[config.mk]
export PLATFORM = sky130hd
export DESIGN_NAME = crossbar_2x2_arbiter
export DESIGN_NICKNAME = d
export VERILOG_FILES = /design/src/rtl/crossbar_2x2_arbiter_pkg.sv /design/src/rtl/crossbar_2x2_arbiter_xbar_2x2.sv /design/src/rtl/crossbar_2x2_arbiter.sv
export SDC_FILE = /design/constraint.sdc
export NUM_CORES = 1
export LEC_CHECK = 0
export ABC_AREA = 0
export BUFFER_PORTS_ARGS = -buffer_cell sky130_fd_sc_hd__buf_2
export CAP_MARGIN = 40
export CORE_MARGIN = 5
export CORE_UTILIZATION = 26
export DETAILED_ROUTE_END_ITERATION = 10
export GPL_ROUTABILITY_DRIVEN = 0
export SETUP_SLACK_MARGIN = 0.4
export SLEW_MARGIN = 10
export SYNTH_ARGS = -nofsm -noshare
export SYNTH_HDL_FRONTEND = slang
export SYNTH_HIERARCHICAL = 1
export SYNTH_SLANG_ARGS = --single-unit
export TNS_END_PERCENT = 50
[constraint.sdc]
create_clock -name clk -period 1.5 [get_ports clk]
set_clock_uncertainty 0.05 [all_clocks]
set_input_delay 0.075 -clock clk [delete_from_list [all_inputs] [get_ports clk]]
set_output_delay 0.075 -clock clk [all_outputs]
set_load 0.005 [all_outputs]
[src/rtl/crossbar_2x2_arbiter_pkg.sv]
// Shared constants and types for the 2x2 crossbar arbiter and its datapath.
package crossbar_2x2_arbiter_pkg;

  localparam int W_DEFAULT = 4;

  localparam logic XBAR_STRAIGHT = 1'b0;
  localparam logic XBAR_CROSS    = 1'b1;

  localparam logic DEST_0 = 1'b0;
  localparam logic DEST_1 = 1'b1;

  typedef enum logic {
    MODE_IDLE   = 1'b0,
    MODE_LOCKED = 1'b1
  } mode_t;

endpackage

[src/rtl/crossbar_2x2_arbiter_xbar_2x2.sv]
// Purely combinational W-bit 2x2 crossbar: straight passes in0->out0, cross swaps.
module xbar_2x2
  import crossbar_2x2_arbiter_pkg::*;
#(
  parameter int W = W_DEFAULT
) (
  input  logic [W-1:0] in0,
  input  logic [W-1:0] in1,
  input  logic         control,
  output logic [W-1:0] out0,
  output logic [W-1:0] out1
);

  assign out0 = (control == XBAR_CROSS) ? in1 : in0;
  assign out1 = (control == XBAR_CROSS) ? in0 : in1;

endmodule

[src/rtl/crossbar_2x2_arbiter.sv]
// Round-robin arbiter and sequencer for a 2x2 crossbar carrying multi-beat packets.
// Handshake: a source beat transfers when srcN_valid && srcN_ready; sinks always accept.
module crossbar_2x2_arbiter
  import crossbar_2x2_arbiter_pkg::*;
#(
  parameter int W = W_DEFAULT
) (
  input  logic         clk,
  input  logic         rst,
  input  logic         src0_valid,
  input  logic         src0_dest,
  input  logic [W-1:0] src0_data,
  input  logic         src0_last,
  output logic         src0_ready,
  input  logic         src1_valid,
  input  logic         src1_dest,
  input  logic [W-1:0] src1_data,
  input  logic         src1_last,
  output logic         src1_ready,
  output logic         dst0_valid,
  output logic [W-1:0] dst0_data,
  output logic         dst1_valid,
  output logic [W-1:0] dst1_data,
  output logic         control,
  output logic         rr_ptr
);

  mode_t        mode;
  logic         burst0, burst1;
  logic         contested_q, winner_q;
  logic [W-1:0] beat0_q, beat1_q;
  logic         vld0_q, vld1_q;

  logic cfg0, cfg1;
  logic grant0, grant1, cfg, contested, winner, winner_last;
  logic burst0_n, burst1_n, ctrl_n;

  assign cfg0 = src0_dest ^ 1'b0;
  assign cfg1 = src1_dest ^ 1'b1;

  always_comb begin
    grant0    = 1'b0;
    grant1    = 1'b0;
    cfg       = control;
    contested = 1'b0;
    winner    = 1'b0;
    if (mode == MODE_LOCKED) begin
      grant0 = src0_valid && (cfg0 == control);
      grant1 = src1_valid && (cfg1 == control);
    end else if (src0_valid && src1_valid) begin
      if (src0_dest != src1_dest) begin
        grant0 = 1'b1;
        grant1 = 1'b1;
        cfg    = src0_dest;
      end else begin
        contested = 1'b1;
        winner    = rr_ptr;
        grant0    = !rr_ptr;
        grant1    = rr_ptr;
        cfg       = rr_ptr ? cfg1 : cfg0;
      end
    end else if (src0_valid) begin
      grant0 = 1'b1;
      cfg    = cfg0;
    end else if (src1_valid) begin
      grant1 = 1'b1;
      cfg    = cfg1;
    end
  end

  assign src0_ready = grant0 && !rst;
  assign src1_ready = grant1 && !rst;

  assign burst0_n    = grant0 ? !src0_last : burst0;
  assign burst1_n    = grant1 ? !src1_last : burst1;
  assign ctrl_n      = (grant0 || grant1) ? cfg : control;
  assign winner_last = winner_q ? (grant1 && src1_last) : (grant0 && src0_last);

  // An idle source's register is reloaded with whatever its new output already
  // shows, so a select change never disturbs the data held on that output.
  always_ff @(posedge clk) begin
    if (rst) begin
      mode        <= MODE_IDLE;
      burst0      <= 1'b0;
      burst1      <= 1'b0;
      contested_q <= 1'b0;
      winner_q    <= 1'b0;
      rr_ptr      <= 1'b0;
      control     <= XBAR_STRAIGHT;
      vld0_q      <= 1'b0;
      vld1_q      <= 1'b0;
      beat0_q     <= '0;
      beat1_q     <= '0;
    end else begin
      mode    <= (burst0_n || burst1_n) ? MODE_LOCKED : MODE_IDLE;
      burst0  <= burst0_n;
      burst1  <= burst1_n;
      control <= ctrl_n;
      vld0_q  <= grant0;
      vld1_q  <= grant1;
      beat0_q <= grant0 ? src0_data : (ctrl_n ? dst1_data : dst0_data);
      beat1_q <= grant1 ? src1_data : (ctrl_n ? dst0_data : dst1_data);
      if (mode == MODE_IDLE) begin
        if (contested) begin
          if (winner ? src1_last : src0_last) begin
            rr_ptr      <= !winner;
            contested_q <= 1'b0;
          end else begin
            contested_q <= 1'b1;
            winner_q    <= winner;
          end
        end else begin
          contested_q <= 1'b0;
        end
      end else if (contested_q && winner_last) begin
        rr_ptr      <= !winner_q;
        contested_q <= 1'b0;
      end
    end
  end

  xbar_2x2 #(.W(W)) u_xbar_data (
    .in0     (beat0_q),
    .in1     (beat1_q),
    .control (control),
    .out0    (dst0_data),
    .out1    (dst1_data)
  );

  xbar_2x2 #(.W(1)) u_xbar_valid (
    .in0     (vld0_q),
    .in1     (vld1_q),
    .control (control),
    .out0    (dst0_valid),
    .out1    (dst1_valid)
  );

endmodule

==> results_dict.tcl <==
set metrics [dict create \
    number_of_hold_buffers_added_after_cts 0 \
    cts_tree "done" \
    startpoint_type "register" \
    setup_repair_after_global_routing_missed_its_margin "yes" \
    clock_path_buffers 2 \
    worst-path-max-fanout 6 \
    post_place_cell_area_mm2 0.001504 \
    violated_checks "setup timing" \
    hold_path_class "input port to register" \
    timing.critical_path.slowest_stage_cell "sky130_fd_sc_hd__dfxtp_4" \
    netlist.top_cell.by_area "sky130_fd_sc_hd__dfxtp_1" \
    detail_route.first_pass.iterations 4 \
    layout_worst_path_cycle_share_pct 104.3 \
    via_count_of_the_first_global_routing_pass 1112 \
    yosysWarningCount 6 \
    synth.area.top_cells "sky130_fd_sc_hd__dfxtp_1, sky130_fd_sc_hd__mux2_4, sky130_fd_sc_hd__mux2i_1, sky130_fd_sc_hd__nor2_1, sky130_fd_sc_hd__buf_6" \
    number_of_antenna_violations_at_the_first_check_in_global_routing 0 \
    die_w_um 77.72 \
    cap_viol_max_count 0 \
    power.share.sequential_pct 32.1 \
    area_of_the_die_mm2 0.006040 \
    period_minus_slack_ps 1564 \
    drv_slew 0 \
    clkLatencyLatePin_ps 250 \
    critical-path-top-delay-family "buffers and inverters" \
    final.fill_count 454 \
    switching_power_as_a_share_of_total_power_pct 31.54 \
    post-route-util_pct 39.80 \
    chipHeight_um 77.72 \
    worst_slew_margin_rel_pct 70.33 \
    total_power_mw 1.671 \
    antenna_fix_cells 0 \
    syn-instance-count 130 \
    critical_path_class "register to primary output" \
    ant_nets 0 \
    grt_max_degree 21 \
    dp_slack_ps -61.47 \
    synthDistinctLibCells 41 \
    cts.htree.levels 1 \
    netlist.area_leader.share_pct 28.54 \
    grt_overflow 0 \
    power.net_switching_mw 0.5270 \
    timing.critical_path.arrival_ps 1440 \
    worst_path_largest_cell_delay_ps 380 \
    drive_gt1_share_pct 53.51 \
    internal_power_mw 1.144 \
    cts_root_cell "sky130_fd_sc_hd__clkbuf_8" \
    ir_drop_mv 0.5645 \
    route.detailed.wl_per_inst_um 13.05 \
    critPathBufInv 4 \
    postRouteWirelength_mm 3.093 \
    crit_top_cell "sky130_fd_sc_hd__buf_6" \
    leading_register_cell_type_out_of_synthesis "sky130_fd_sc_hd__dfxtp_1" \
    fmax_mhz 639.4 \
    stdcell_area_mm2 0.001757 \
    nNetsFinal 202 \
    layout_stage_area_growth_over_the_synthesis_result_pct 47.32 \
    synth_edf_count 0 \
    final.setup.worst_slack_ps -63.93 \
    vias 1148 \
    final.setup.tns_ps -81.89 \
    clock_sink_count 17 \
    clk_pin_slew_worst_paths_ps 70 \
    port_buffers 29 \
    syn_nets 146 \
    placement_rows 24 \
    track_usage_pct 10.24 \
    post_synth_instance_area_mm2 0.001192 \
    worst_setup_path_end_kind "primary output" \
    drt_drc_violations_left 0 \
    grt_first_pass_wirelength_mm 5.078 \
    power.leakage_nw 0.7992 \
    worstPathCellList "buf_4 > clkbuf_16 > buf_6 > mux2_4 > buf_6" \
    post_syn_area_per_cell_um2 9.172 \
    worst_slew_pin_slew_ps 441.8 \
    combinationalPowerShare_pct 46.7 \
    synthArstFlopShare_pct 0 \
    p_clk_share_pct 21.2 \
    dr.first_iter.drc_count 74 \
    status "finished with violations" \
    floorplan.io_pins 30 \
    critPathRequiredTime_ps 1370 \
    post_drt_via_cell_ratio 4.844 \
    initial_core_util_pct 27.01 \
    yosysSeqAreaShare_pct 28.54 \
    hold_violations 0 \
    finalSetupViolCount 3 \
    dp.final_hpwl_mm 2.280 \
    number_of_buffers_inserted_during_clock_tree_synthesis 3 \
    register_bit_count_reported_by_yosys 17 \
    cellPowerDensity_mw_per_mm2 951.4 \
    core-area_mm2 0.004414 \
]
-- placed cells by master (no fill, tap or decap), types with 2 or more instances in the layout --
cell type / netlist / layout
sky130_fd_sc_hd__buf_2: 1 / 23
sky130_fd_sc_hd__buf_4: 0 / 23
sky130_fd_sc_hd__nor2_1: 16 / 16
sky130_fd_sc_hd__dfxtp_1: 17 / 14
sky130_fd_sc_hd__buf_6: 4 / 12
sky130_fd_sc_hd__nand2_1: 11 / 10
sky130_fd_sc_hd__mux2_4: 8 / 9
sky130_fd_sc_hd__inv_1: 9 / 8
sky130_fd_sc_hd__a21oi_1: 7 / 7
sky130_fd_sc_hd__mux2i_2: 0 / 4
sky130_fd_sc_hd__mux2i_1: 8 / 4
sky130_fd_sc_hd__a31oi_1: 5 / 4
sky130_fd_sc_hd__a311oi_1: 4 / 4
sky130_fd_sc_hd__o221a_2: 3 / 3
sky130_fd_sc_hd__clkbuf_8: 3 / 3
sky130_fd_sc_hd__xnor2_1: 2 / 2
sky130_fd_sc_hd__and2b_1: 2 / 2
sky130_fd_sc_hd__o21ai_0: 2 / 2
sky130_fd_sc_hd__dfxtp_2: 0 / 2
-- worst paths after layout --
kind / from / endpoint / slack [ps] / cells after the start
worst max-delay path: control / dst1_valid / -60 / 5
worst min-delay path: src0_data[3] / beat0_q[3] / 50 / 3
worst max register to register: control / beat0_q[3] / -10 / 6
worst min register to register: burst0 / burst0 / 460 / 2
-- area by class of cell --
class / instances / area, um^2 / area share [%]
clock buffer: 3 / 41.29 / 2.350
clock inverter: 1 / 5.005 / 0.2849
inverter: 9 / 33.78 / 1.923
multi-input combinational: 95 / 797.0 / 45.37
sequential: 17 / 346.6 / 19.73
tap: 52 / 65.06 / 3.704
timing repair buffer: 60 / 467.9 / 26.64
-- Yosys cell counts, types with 2 or more instances --
master                     instances
sky130_fd_sc_hd__dfxtp_1          17
sky130_fd_sc_hd__nor2_1           16
sky130_fd_sc_hd__nand2_1          11
sky130_fd_sc_hd__inv_1             9
sky130_fd_sc_hd__mux2_4            8
sky130_fd_sc_hd__mux2i_1           8
sky130_fd_sc_hd__a21oi_1           7
sky130_fd_sc_hd__a31oi_1           5
sky130_fd_sc_hd__a311oi_1          4
sky130_fd_sc_hd__buf_6             4
sky130_fd_sc_hd__clkbuf_8          3
sky130_fd_sc_hd__o221a_2           3
sky130_fd_sc_hd__and2b_1           2
sky130_fd_sc_hd__and3_1            2
sky130_fd_sc_hd__mux2_2            2
sky130_fd_sc_hd__nand3_1           2
sky130_fd_sc_hd__o21ai_0           2
sky130_fd_sc_hd__xnor2_1           2
-- per-stage QoR --
stage,std cells,hold slack [ps]
after global routing,237,56.07
final,237,50.07
after global placement,225,318.6
after CTS,233,52.60
after detailed placement,225,327.0
after floorplan,130,203.6
-- flip-flops by register name, indices dropped and copies added (netlist names) --
register / count
burst1: 1
beat1_q: 4
beat0_q: 4
control: 1
burst0: 1
rr_ptr: 1
winner_q: 1
mode: 1
vld1_q: 1
contested_q: 1
vld0_q: 1
-- what timing repair did --
action                                  in CTS  in global routing
endpoints found under the setup margin      29                 30
pin swaps                                   11                  6
gates resized for setup                     21                  8
cloned                                       0                  1
setup buffers                                4                  3
-- worst register-to-register path, delay by kind of cell (launching register included) --
family          cells  cell delay [ps]
compound gates      2              260
simple gates        1               50
buf+inv             1              140
mux                 2              470
flops               1              410
-- power by group through the flow --
stage	clock, mW	combinational [mW]	sequential [mW]
after floorplan	0	0.409	0.537
after global placement	0	0.629	0.542
after detailed placement	0	0.634	0.544
after CTS	0.368	0.730	0.536
after global routing	0.393	0.845	0.545
final	0.354	0.780	0.537
-- layer usage --
layer | wire [um] | global-route usage, % | share of wire [%]
met5 | 0 | 0 | 0
met4 | 23 | 2.062 | 0.74
met3 | 151 | 3.241 | 4.9
met2 | 1452 | 16.53 | 47
met1 | 1465 | 13.41 | 47
-- cells by family after synthesis --
group / after synthesis / share of synthesized area, %
AOI/OAI and AO/OA: 33 / 22.14
xor gates and xnor gates: 3 / 2.204
buffers and inverters: 18 / 10.81
DFF: 17 / 28.54
muxes: 18 / 18.68
and+or+nand+nor: 41 / 17.63
(Power assumes the default switching activity.)
